<file path="src/rtl/snn_ctrl.sv">
// snn_ctrl: phase sequencer that drives buffer loading, the conv/pool/fc/dist schedule and clock-gating enables
module snn_ctrl #(
  parameter int PIPE_LAT = 1
) (
  input  logic       clk,
  input  logic       rst_n,
  input  logic       in_valid,
  input  logic       cg_en,
  output logic       img_we,
  output logic [6:0] img_addr,
  output logic       ker_we,
  output logic [3:0] ker_addr,
  output logic       w_we,
  output logic [1:0] w_addr,
  output logic       conv_valid,
  output logic       conv_img,
  output logic [1:0] conv_row,
  output logic [1:0] conv_col,
  output logic       pool_valid,
  output logic       pool_img,
  output logic [1:0] pool_idx,
  output logic       fc_valid,
  output logic       fc_img,
  output logic       dist_valid,
  output logic       out_valid,
  output logic       busy,
  output logic       cg_load_en,
  output logic       cg_conv_en,
  output logic       cg_pool_en,
  output logic       cg_fc_en
);
  typedef enum logic [2:0] {IDLE, LOAD, CONV, GAP, POOL, FC, DIST, OUT} state_t;
  state_t     state, state_d, ret, ret_d, nxt;
  logic [6:0] lc, lc_d;
  logic [4:0] k, k_d;
  logic [1:0] gc, gc_d;
  logic       done;
  always_ff @(posedge clk or negedge rst_n)
    if (!rst_n) begin
      state <= IDLE;
      ret   <= IDLE;
      lc    <= '0;
      k     <= '0;
      gc    <= '0;
    end else begin
      state <= state_d;
      ret   <= ret_d;
      lc    <= lc_d;
      k     <= k_d;
      gc    <= gc_d;
    end
  // each compute phase ends by routing through GAP (or straight to the next phase when PIPE_LAT is 0)
  always_comb begin
    state_d = state;
    ret_d   = ret;
    lc_d    = lc;
    k_d     = k;
    gc_d    = gc;
    nxt     = IDLE;
    done    = 1'b0;
    case (state)
      IDLE: if (in_valid) begin
        state_d = LOAD;
        lc_d    = 7'd1;
      end
      LOAD: if (in_valid) begin
        lc_d = lc == 7'd71 ? 7'd0 : lc + 7'd1;
        if (lc == 7'd71) begin
          state_d = CONV;
          k_d     = '0;
        end
      end
      CONV: begin
        k_d  = k + 5'd1;
        done = k == 5'd31;
        nxt  = POOL;
      end
      POOL: begin
        k_d  = k + 5'd1;
        done = k == 5'd7;
        nxt  = FC;
      end
      FC: begin
        k_d  = k + 5'd1;
        done = k == 5'd1;
        nxt  = DIST;
      end
      DIST: begin
        done = 1'b1;
        nxt  = OUT;
      end
      GAP: begin
        gc_d = gc + 2'd1;
        if (gc == 2'(PIPE_LAT - 1)) begin
          state_d = ret;
          k_d     = '0;
          gc_d    = '0;
        end
      end
      OUT: state_d = IDLE;
      default: state_d = IDLE;
    endcase
    if (done) begin
      k_d     = '0;
      gc_d    = '0;
      ret_d   = nxt;
      state_d = PIPE_LAT == 0 ? nxt : GAP;
    end
  end
  assign img_we     = rst_n && in_valid && (state == IDLE || state == LOAD);
  assign img_addr   = lc;
  assign ker_we     = img_we && lc < 7'd9;
  assign ker_addr   = lc[3:0];
  assign w_we       = img_we && lc < 7'd4;
  assign w_addr     = lc[1:0];
  assign conv_valid = state == CONV;
  assign conv_img   = conv_valid && k[4];
  assign conv_row   = conv_valid ? k[3:2] : 2'd0;
  assign conv_col   = conv_valid ? k[1:0] : 2'd0;
  assign pool_valid = state == POOL;
  assign pool_img   = pool_valid && k[2];
  assign pool_idx   = pool_valid ? k[1:0] : 2'd0;
  assign fc_valid   = state == FC;
  assign fc_img     = fc_valid && k[0];
  assign dist_valid = state == DIST;
  assign out_valid  = state == OUT;
  assign busy       = state != IDLE;
  assign cg_load_en = !cg_en || img_we;
  assign cg_conv_en = !cg_en || conv_valid;
  assign cg_pool_en = !cg_en || pool_valid;
  assign cg_fc_en   = !cg_en || fc_valid || dist_valid;
endmodule
</file>
<file path="config.mk">
export PLATFORM = sky130hd
export DESIGN_NAME = snn_ctrl
export DESIGN_NICKNAME = d
export VERILOG_FILES = /design/src/rtl/snn_ctrl.sv
export SDC_FILE = /design/constraint.sdc
export NUM_CORES = 1
export LEC_CHECK = 0
export ABC_AREA = 1
export CAP_MARGIN = 10
export CELL_PAD_IN_SITES_DETAIL_PLACEMENT = 0
export CELL_PAD_IN_SITES_GLOBAL_PLACEMENT = 1
export CORE_ASPECT_RATIO = 1.75
export CORE_MARGIN = 3
export CORE_UTILIZATION = 31
export DETAILED_ROUTE_END_ITERATION = 8
export GPL_TIMING_DRIVEN = 0
export PLACE_DENSITY = 0.73
export SETUP_SLACK_MARGIN = 0.3
export SLEW_MARGIN = 20
export SYNTH_ARGS = -nofsm -noshare
export SYNTH_HDL_FRONTEND = slang
export SYNTH_SLANG_ARGS = --single-unit
</file>
<file path="constraint.sdc">
create_clock -name clk -period 1.45 [get_ports clk]
set_clock_uncertainty 0.2 [all_clocks]
set_input_delay 0.2175 -clock clk [delete_from_list [all_inputs] [get_ports clk]]
set_output_delay 0.2175 -clock clk [all_outputs]
set_load 0.02 [all_outputs]
</file>
==> key figures, run 1 <==
Die
  – Die X: 57.9 microns
  – Row count: 32
  – I/O pin cnt: 39
  – Initial Utilization: 32.6%
  – Die Height: 96.8 microns
  – Core Region: 4480 sq um
  – Die area: 5600 sq um

Power and ir drop
  – Power Dens Cells: 1590 nW/um^2
  – Leakage power: 1.40 nW
  – Power, Total: 4.78 mW
  – VDD IR max: 1050 uV

Clock network
  – TritonCTS clock tree: done
  – Clk slew on worst S/H paths: 0.08 ns
  – CTS sink cnt: 20
  – Inserted Clock Buffers: 3
  – Clock buffer depth: 2
  – Root Driver: clkbuf_8
  – H-tree level count: 1
  – Clk Latency, worst-skew pair: 0.26 ns

GRT
  – Global route overflow: 0
  – Met3 usage: 2.27%
  – GR Layer Usage met1: 17.8%
  – Vias in the first global route: 1,741
  – Pin count of the biggest net entering global routing: 22
  – Initial antenna violation count: 0
  – First-pass GRT wire length: 7800 microns
  – GR peak layer: met2
  – Met2 Resource Use GR: 34.0%
  – Tot GR Track Use: 17.7%

Synth
  – Seq/Total Area, Yosys: 34.3%
  – Syn Area/Cell: 7.37 sq um
  – Mapped Area: 1460 sq um
  – Post-Syn Instances: 198
  – Synth cell types: 25
  – Register bit total from synthesis: 20
  – Synth warnings: 0
  – Mapped Nets: 206

Placed design
  – Port buffer count: 38
  – Gp weighted congestion: 0.764
  – DP Cell Count: 287
  – Hpwl dp: 2930 microns

Final layout
  – Layout area overhead: 106%
  – Fraction of layout cells with a size suffix above 1: 62.3%
  – Antenna cells: 0
  – Nets: 309
  – Non-filler instance count after layout: 351

Critical path
  – Crit path largest cell delay: 0.40 ns
  – Crit path to: w_we
  – Crit path arrival time: 1.54 ns
  – CP startpoint kind: flop
  – Worst Path Max Fanout: 5
  – Worst reg2reg path startpoint: state[2]$_DFFE_PN0P_
  – FF-to-FF path depth: 11
  – CP startpoint: state[2]$_DFFE_PN0P_
  – Worst Path Required: 1.03 ns
  – Kind of end point of the critical path: output pin
  – Top cell by count, worst path: nor2_4
  – CP cell instances: buf_12, nor2_4, nand2_4, nor2_4, nand3_4, nor3_4, buf_6
  – CP max stage cell: dfrtp_1
  – FF-to-FF End: k[4]$_DFFE_PN0P_
  – Crit Path Class: reg2out
  – Worst R2R Setup Slack: -0.43 ns

STA
  – RSZ-0062 raised after global routing: yes
  – Setup TNS: -14.65 ns
  – Worst-Margin Slew: 0.513 ns
  – Min cycle time layout: 1.96 ns
  – Setup violations, final: 48
  – Final worst-path cycle share: 135%
  – Slew HR: 65.8%
  – Fin worst setup slack: -0.506 ns
  – Final Hold Fails: 20
  – Count of final max-slew check failures: 0
  – Final hold slack: -0.288 ns
  – Maximum clock frequency: 0.511 GHz

Detailed routing
  – First-pass DRT Iterations: 4
  – Initial DRC count: 33
  – Routed via count: 1,647
  – DR vias/cell: 4.69
  – DRC Markers: 0
  – Drt total wl: 4870 microns
  – Average wire per standard cell: 13.9 microns
  – Antenna viol nets, final: 0

Run status
  – Violated checks: hold timing, setup timing
  – Status: complete, but fails checks

Run
  – Max capacitance violation total: 0

Hold path
  – Hold Crit Class: in2async
-- synth_stat cells (all sizes together) --
cell	instances	area share (%)
nand2	55	17
inv	34	9.3
nor2	26	8.6
dfrtp	20	34
nand3	20	8.7
o21ai	12	4.1
a21oi	10	3.4
buf	9	5.4
ha	4	3.4
nor3	3	2.5
xor2	2	1.2
and3	1	0.43
nand4	1	0.86
xnor2	1	0.60
-- final cells by class --
| cell class | count | area [sq um] |
|---|---|---|
| Buffer | 9 | 114 |
| Clock buffer | 3 | 41.3 |
| Clock inverter | 1 | 30.0 |
| Fill cell | 367 | 1470 |
| Inverter | 34 | 160 |
| Multi-Input combinational cell | 135 | 1080 |
| Sequential cell | 20 | 505 |
| Tap cell | 51 | 63.8 |
| Timing Repair Buffer | 98 | 1020 |
-- layer usage --
layer	vias to the layer above	wire, microns
li1	816	-
met1	774	1670
met2	43	2850
met3	14	184
met4	0	169
met5	-	0
-- sequential cells by signal, summed over array words and instances, names as in the netlist --
signal / cells
ret: 3
img_addr: 7
state: 3
gc: 2
k: 5
-- cells by family after synthesis --
logic type                 synth area share (%)
and+or+nand+nor                            38.3
buffers and inverters                      14.7
AOI/OAI and AO/OA                          7.54
DFF                                        34.3
adders and majority gates                  3.43
xor gates and xnor gates                   1.80
-- worst max-delay path: cells and delay by family, from the launching register on --
kind                   cells  cell delay, ns
buffers and inverters      2            0.29
and+or+nand+nor            5            0.60
DFF                        1            0.40
-- metrics by stage --
stage	worst slack, ns	hold WS (ns)	instance area [sq um]	utilization, %
after floorplan	-0.303	-0.278	1690	-
after global placement	-1.68	0.233	2130	47.5
after detailed placement	-1.68	0.238	2130	47.5
after CTS	-0.494	-0.164	2770	61.7
after global routing	-0.573	-0.266	3010	67.2
final	-0.506	-0.288	3010	67.2
-- power breakdown --
group,switching (mW),internal (mW)
Combinational,1.68,1.72
Sequential,0.125,0.676
Clock,0.212,0.369
Total,2.01,2.77
-- layout by cell type, fill, tap and decap left out, types with 5 or more instances in the layout --
cell,count
nand2_1,32
inv_1,22
a21oi_1,7
buf_4,30
buf_12,5
o21ai_1,8
nor2_4,19
dfrtp_1,16
nand3_4,6
nand2_2,10
nor2_1,6
inv_4,5
nand3_1,12
nand2_4,11
buf_6,68
-- how the worst min path moves through the flow --
stage | from | to | slack [ns] | depth (start not counted)
after global routing | rst_n | img_addr[5]$_DFFE_PN0P_ | -0.27 | 1
after CTS | rst_n | img_addr[5]$_DFFE_PN0P_ | -0.16 | 1
after global placement | ret[2]$_DFFE_PN0P_ | ret[2]$_DFFE_PN0P_ | 0.23 | 2
final | rst_n | img_addr[5]$_DFFE_PN0P_ | -0.29 | 1
after detailed placement | ret[2]$_DFFE_PN0P_ | ret[2]$_DFFE_PN0P_ | 0.24 | 2
after floorplan | rst_n | gc[0]$_DFFE_PN0P_ | -0.28 | 0
-- timing repair --
item,4_1_cts,5_1_grt
setup endpoints to repair,75,55
pin swaps,30,20
hold endpoints to repair,20,20
setup buffers,42,18
gates resized for setup,251,33
Note: power is estimated with default switching activity, not from simulation.
==> run 2: changes to the inputs <==
==> constraint.sdc (replaced) <==
create_clock -name clk -period 1.45 [get_ports clk]
set_clock_uncertainty 0.2 [all_clocks]
set_input_delay 0.29 -clock clk [delete_from_list [all_inputs] [get_ports clk]]
set_output_delay 0.29 -clock clk [all_outputs]
set_load 0.02 [all_outputs]
==> run 2 against run 1 <==
The flow still finishes with violations (hold timing, setup timing). Count of clock-buffer cells in the layout unchanged. Core utilization increased by 0.78 points. Sequential share of layout area decreased by 0.15 points. Fmax decreased by 3.9%. Cell count increased by 1.4%. Worst setup slack got worse by 0.078 ns. Flip-flop and latch count unchanged. Critical path depth unchanged. Combinational power about the same. Sequential power about the same. Largest cell class unchanged.
==> key figures, run 2 (synthesized netlist as in run 1, its figures left out) <==
Run status
  – Status: complete, but fails checks
  – Violated checks: hold timing, setup timing

GRT
  – Tot GR Track Use: 18.2% (+0.42 points)
  – Initial antenna violation count: 0 (unchanged)
  – Global route overflow: 0 (unchanged)
  – First-pass GRT wire length: 8000 microns (+2.7%)
  – Pin count of the biggest net entering global routing: 22 (unchanged)
  – Vias in the first global route: 1,760 (+1.1%)

Final layout
  – Commonest non-fill, non-tap cell in the layout: buf_6
  – Layout Utilization: 67.9% (+0.78 points)
  – Nets: 314 (+1.6%)
  – Max reg flops: 7 (unchanged)
  – Area of the multi-input gates: 1090 sq um (+0.81%)
  – Fraction of layout cells with a size suffix above 1: 64.6% (+2.3 points)
  – Antenna cells: 0 (unchanged)
  – Layout area overhead: 109%
  – FF+latch area: 507 sq um (+0.25%)
  – Commonest cells after routing, fill and taps aside: buf_6 (72), buf_4 (33), nand2_1 (31), inv_1 (21), nor2_4 (17)
  – Filler instances: 355 (-3.3%)

Die
  – Core Region: 4480 sq um (unchanged)
  – Die Height: 96.8 microns (unchanged)
  – Initial Utilization: 32.6% (unchanged)
  – Row count: 32 (unchanged)
  – Die area: 5600 sq um (unchanged)
  – I/O pin cnt: 39 (unchanged)
  – Die X: 57.9 microns (unchanged)

Placed design
  – Gp weighted congestion: 0.755 (-1.2%)
  – Port buffer count: 38 (unchanged)
  – Hpwl dp: 3100 microns (+5.5%)

Detailed routing
  – DRC Markers: 0 (unchanged)
  – DR vias/cell: 4.76 (+1.4%)
  – Initial DRC count: 48 (+45%)
  – Routed via count: 1,694 (+2.9%)
  – Average wire per standard cell: 14.4 microns (+4.0%)
  – Drt total wl: 5130 microns (+5.5%)
  – Antenna viol nets, final: 0 (unchanged)
  – First-pass DRT Iterations: 4 (unchanged)

Critical path
  – Worst Path Max Fanout: 5 (unchanged)
  – Crit path arrival time: 1.54 ns (about the same)
  – CP max stage cell: dfrtp_1
  – Crit path largest cell delay: 0.40 ns (about the same)
  – Top cell by count, worst path: buf_6
  – FF-to-FF path depth: 13 (+2)
  – CP cell instances: buf_12, buf_4, buf_6, buf_6, nand3_4, nand3_4, buf_6
  – Worst reg2reg path startpoint: state[1]$_DFFE_PN0P_
  – Worst R2R Setup Slack: -0.46 ns (-0.03 ns)
  – Crit Path Class: reg2out
  – Worst Path Required: 0.96 ns (-0.07 ns)
  – Kind of end point of the critical path: output pin
  – CP startpoint kind: flop
  – FF-to-FF End: ret[0]$_DFFE_PN0P_

Clock network
  – Clk Latency, worst-skew pair: 0.27 ns (about the same)
  – Root Driver: clkbuf_8
  – Inserted Clock Buffers: 3 (unchanged)
  – CTS sink cnt: 20 (unchanged)
  – Clk slew on worst S/H paths: 0.08 ns (about the same)
  – Clock buffer depth: 2 (unchanged)
  – TritonCTS clock tree: done
  – H-tree level count: 1 (unchanged)

Hold path
  – Hold Crit Class: in2async

STA
  – Min cycle time layout: 2.03 ns (+0.0784 ns)
  – Final worst-path cycle share: 140% (+5.4 points)
  – Slew HR: 67.0% (+1.2 points)
  – Count of final max-slew check failures: 0 (unchanged)
  – Final Hold Fails: 20 (unchanged)
  – Worst-Margin Slew: 0.495 ns (-0.0176 ns)
  – Setup violations, final: 48 (unchanged)
  – Fin worst setup slack: -0.585 ns (-0.0784 ns)
  – Maximum clock frequency: 0.491 GHz (-3.9%)
  – RSZ-0062 raised after global routing: yes
  – Final hold slack: -0.224 ns (+0.0635 ns)

Power and ir drop
  – Leakage power: 1.45 nW (+3.5%)
  – Power Dens Cells: 1560 nW/um^2 (-1.6%)
  – Power, Total: 4.76 mW (-0.42%)
  – VDD IR max: 1330 uV (+27%)

Run
  – Max capacitance violation total: 0 (unchanged)
==> run 2: changes by cell type in the layout (fill, tap and decap cells not counted), sizes merged <==
cell / before / now
buf: 105 / 110
clkinv: 0 / 1
inv: 34 / 33
==> run 2: power by group <==
| group | switching, mW | leakage (nW) | internal (mW) |
|---|---|---|---|
| combinational | 1.67 | 1.15 | 1.70 |
| clock | 0.212 | 0.0357 | 0.369 |
| sequential | 0.127 | 0.262 | 0.676 |
==> run 2: worst max path at each step <==
stage	startpoint	endpoint	slack, ns
after floorplan	state[1]$_DFFE_PN0P_	w_we	-0.38
after global placement	rst_n	w_we	-1.79
after detailed placement	rst_n	w_we	-1.80
after CTS	state[2]$_DFFE_PN0P_	w_we	-0.57
after global routing	state[2]$_DFFE_PN0P_	w_we	-0.64
final	state[2]$_DFFE_PN0P_	cg_fc_en	-0.58
==> run 2: layer usage <==
metal | GRT usage (%) | share of wire, %
met5 | 0 | 0
met4 | 6.79 | 1.9
met3 | 2.80 | 3.8
met2 | 35.3 | 61
met1 | 18.2 | 33
==> run 2: layout make-up <==
class                      instances  area share [%]
clock buffer                       3            1.36
buffer                             9            3.74
multi-input combinational        135            35.7
tap                               51            2.09
inverter                          34            5.34
clock inverter                     1           0.986
sequential                        20            16.6
timing repair buffer             103            34.1
==> run 2: what timing repair did <==
action                                  CTS  global route
gates cloned                              0             0
setup buffers                            46            19
pin swaps                                22            14
gates resized for setup                 267            30
endpoints found under the setup margin   75            55
endpoints found under the hold margin    20            20
==> run 2: through the flow <==
stage               hold WS (ns)  setup slack (ns)  setup TNS [ns]  std cells  instance area (sq um)
floorplan                 -0.206            -0.376           -2.30        198                   1690
global placement           0.235             -1.79          -30.51        287                   2130
detailed placement         0.240             -1.80          -30.62        287                   2130
CTS                       -0.212            -0.571          -15.27        337                   2790
global route              -0.195            -0.640          -21.46        356                   3050
finish                    -0.224            -0.585          -18.30        356                   3050
==> run 2: worst max-delay path, delay by kind of cell (launching register included) <==
kind / cells / cell delay [ns]
and+or+nand+nor: 2 / 0.22
DFF: 1 / 0.40
buffers and inverters: 5 / 0.65
==> run 3: changes to the inputs <==
--- a/config.mk
+++ b/config.mk
@@ -9,7 +9,7 @@
 export CAP_MARGIN = 10
 export CELL_PAD_IN_SITES_DETAIL_PLACEMENT = 0
 export CELL_PAD_IN_SITES_GLOBAL_PLACEMENT = 1
-export CORE_ASPECT_RATIO = 1.75
+export CORE_ASPECT_RATIO = 2
 export CORE_MARGIN = 3
 export CORE_UTILIZATION = 31
 export DETAILED_ROUTE_END_ITERATION = 8
==> run 3 against run 2 <==
First-iteration DRC count fell by 67%. Largest power group unchanged. Cell count fell by 2.5%. Clock power fell by 1%. The run still ends with hold timing, setup timing left. Largest cell class is now multi-input combinational cells. Routed wire length fell by 2.3%. Global-route usage rose by 0.76 points. Critical path depth did not move. Count of clock-buffer cells in the layout did not move. Worst hold slack got worse by 0.0023 ns. Final area fell by 1.4%. Highest routed layer unchanged. Power rose by 0.31%. Sequential power rose by 0.5%.
==> key figures, run 3 (synthesized netlist as in run 1, its figures left out) <==
Final layout
  – Fraction of layout cells with a size suffix above 1: 66.2% (+1.6 points)
  – Post-route cell area: 3000 sq um (-1.4%)
  – Commonest cells after routing, fill and taps aside: buf_6 (63), nand2_1 (26), buf_4 (26), inv_1 (21), nor2_4 (17)
  – Commonest non-fill, non-tap cell in the layout: buf_6
  – Nets: 302 (-3.8%)
  – Layout Utilization: 67.2% (-0.71 points)
  – Antenna cells: 0 (unchanged)
  – Filler instances: 365 (+2.8%)
  – FF+latch area: 505 sq um (-0.25%)
  – Area of the multi-input gates: 1140 sq um (+5.1%)
  – Layout area overhead: 106%
  – Max reg flops: 7 (unchanged)
  – Non-filler instance count after layout: 347 (-2.5%)

Critical path
  – Crit path arrival time: 1.52 ns (-0.02 ns)
  – CP cell instances: buf_12, nor2_4, nand2_4, nor2_4, nand3_4, nor3_4, buf_6
  – CP startpoint kind: flop
  – CP max stage cell: dfrtp_1
  – Kind of end point of the critical path: output pin
  – Crit path largest cell delay: 0.41 ns (about the same)
  – Top cell by count, worst path: nor2_4
  – Worst Path Required: 0.96 ns (about the same)
  – Worst Path Max Fanout: 6 (+1)
  – Crit Path Class: reg2out

GRT
  – Global route overflow: 0 (unchanged)
  – First-pass GRT wire length: 7760 microns (-3.1%)
  – Pin count of the biggest net entering global routing: 22 (unchanged)
  – Tot GR Track Use: 18.9% (+0.76 points)
  – Vias in the first global route: 1,694 (-3.8%)
  – Initial antenna violation count: 0 (unchanged)

STA
  – Fin worst setup slack: -0.561 ns (+0.0241 ns)
  – Worst-Margin Slew: 0.489 ns (-0.00600 ns)
  – Final Hold Fails: 20 (unchanged)
  – Setup TNS: -15.57 ns (+2.73 ns)
  – Min cycle time layout: 2.01 ns (-0.0241 ns)
  – Final hold slack: -0.227 ns (-0.00227 ns)
  – Slew HR: 67.4% (+0.40 points)
  – Final worst-path cycle share: 139% (-1.7 points)
  – Setup violations, final: 48 (unchanged)
  – RSZ-0062 raised after global routing: yes
  – Maximum clock frequency: 0.497 GHz (+1.2%)
  – Count of final max-slew check failures: 0 (unchanged)

Die
  – Initial Utilization: 32.7% (+0.13 points)
  – I/O pin cnt: 39 (unchanged)
  – Die area: 5620 sq um (+0.32%)
  – Die Height: 103 microns (+6.5%)
  – Core Region: 4470 sq um (-0.39%)
  – Row count: 34 (+6.3%)
  – Die X: 54.5 microns (-5.8%)

Detailed routing
  – Routed via count: 1,652 (-2.5%)
  – Average wire per standard cell: 14.4 microns (+0.20%)
  – DRC Markers: 0 (unchanged)
  – Initial DRC count: 16 (-67%)
  – First-pass DRT Iterations: 4 (unchanged)
  – DR vias/cell: 4.76 (about the same)
  – Drt total wl: 5010 microns (-2.3%)
  – Antenna viol nets, final: 0 (unchanged)

Placed design
  – Placed cell area: 2140 sq um (+0.18%)
  – Gp weighted congestion: 0.777 (+3.0%)
  – Dpl ws: -1.82 ns (-0.0241 ns)
  – Port buffer count: 38 (unchanged)
  – Hpwl dp: 3160 microns (+2.0%)
  – DP Cell Count: 290 (+1.0%)

Clock network
  – TritonCTS clock tree: done
  – CTS sink cnt: 20 (unchanged)
  – Clock buffer depth: 2 (unchanged)
  – Root Driver: clkbuf_8
  – Clk slew on worst S/H paths: 0.08 ns (about the same)
  – H-tree level count: 1 (unchanged)
  – Clk Latency, worst-skew pair: 0.27 ns (about the same)
  – Inserted Clock Buffers: 3 (unchanged)

Power and ir drop
  – Sw Share: 43.0% (+0.71 points)
  – Seq pwr share: 16.9% (about the same)
  – Power, Total: 4.77 mW (+0.31%)
  – P_int: 2.72 mW (-0.93%)
  – VDD IR max: 1070 uV (-20%)
  – Leakage power: 1.40 nW (-3.2%)
  – Power Dens Cells: 1590 nW/um^2 (+1.8%)
  – Gate power share: 71.1% (+0.2 points)
  – Clock power share: 12.0% (-0.2 points)
  – Net Sw Power: 2.05 mW (+2.0%)

Hold path
  – Hold Crit Class: in2async

Run status
  – Violated checks: hold timing, setup timing
  – Status: complete, but fails checks

Run
  – Max capacitance violation total: 0 (unchanged)
## run 3: cell count changes in the layout (fill, tap and decap cells not counted), sizes merged
cell,change
buf,-12
clkinv,-1
inv,+1
## run 3: worst paths after layout
kind	start	endpoint	slack (ns)	cells past startpoint
setup / recovery	state[2]$_DFFE_PN0P_	w_we	-0.56	7
hold / removal	rst_n	img_addr[6]$_DFFE_PN0P_	-0.23	1
setup reg to reg	state[2]$_DFFE_PN0P_	state[0]$_DFFE_PN0P_	-0.38	12
hold reg to reg	ret[2]$_DFFE_PN0P_	ret[2]$_DFFE_PN0P_	0.26	2
max in group asynchronous	rst_n	img_addr[1]$_DFFE_PN0P_	0.91	1
min in group clk	ret[2]$_DFFE_PN0P_	ret[2]$_DFFE_PN0P_	0.26	2
## run 3: repair_timing
item / in CTS / in global routing
endpoints found under the hold margin: 20 / 20
pin swaps: 25 / 21
setup endpoints to repair: 75 / 55
resized for setup: 254 / 40
setup buffers: 44 / 9
## run 3: critical path: cells and delay by family, from the launching register on
family / cells / cell delay (ns)
simple gates: 5 / 0.56
flops: 1 / 0.41
buf+inv: 2 / 0.28
## run 3: final cells by class
| class | count | share of cell area, % |
|---|---|---|
| Inverter | 34 | 5.33 |
| Tap cell | 54 | 2.25 |
| Buffer | 9 | 3.79 |
| Sequential cell | 20 | 16.8 |
| Multi-Input combinational cell | 135 | 38.1 |
| Clock inverter | 1 | 1.00 |
| Clock buffer | 3 | 1.38 |
| Timing Repair Buffer | 91 | 31.3 |
## run 3: routing by layer
layer / global-route usage [%] / vias up / wire length [microns] / share of wire, %
met5: 0 / - / 0 / 0
met4: 5.18 / 0 / 106 / 2.1
met2: 37.4 / 35 / 3100 / 62
li1: - / 805 / - / -
met3: 2.60 / 11 / 170 / 3.4
met1: 19.1 / 801 / 1640 / 33
## run 3: power by group through the flow
| stage | Clock, mW | Combinational [mW] | Sequential [mW] |
|---|---|---|---|
| 4_1_cts | 0.580 | 3.10 | 0.794 |
| 6_report | 0.573 | 3.39 | 0.806 |
| 3_5_place_dp | 0 | 2.04 | 0.852 |
| 5_1_grt | 0.604 | 3.65 | 0.826 |
| 3_3_place_gp | 0 | 2.03 | 0.851 |
| 2_1_floorplan | 0 | 1.40 | 0.866 |
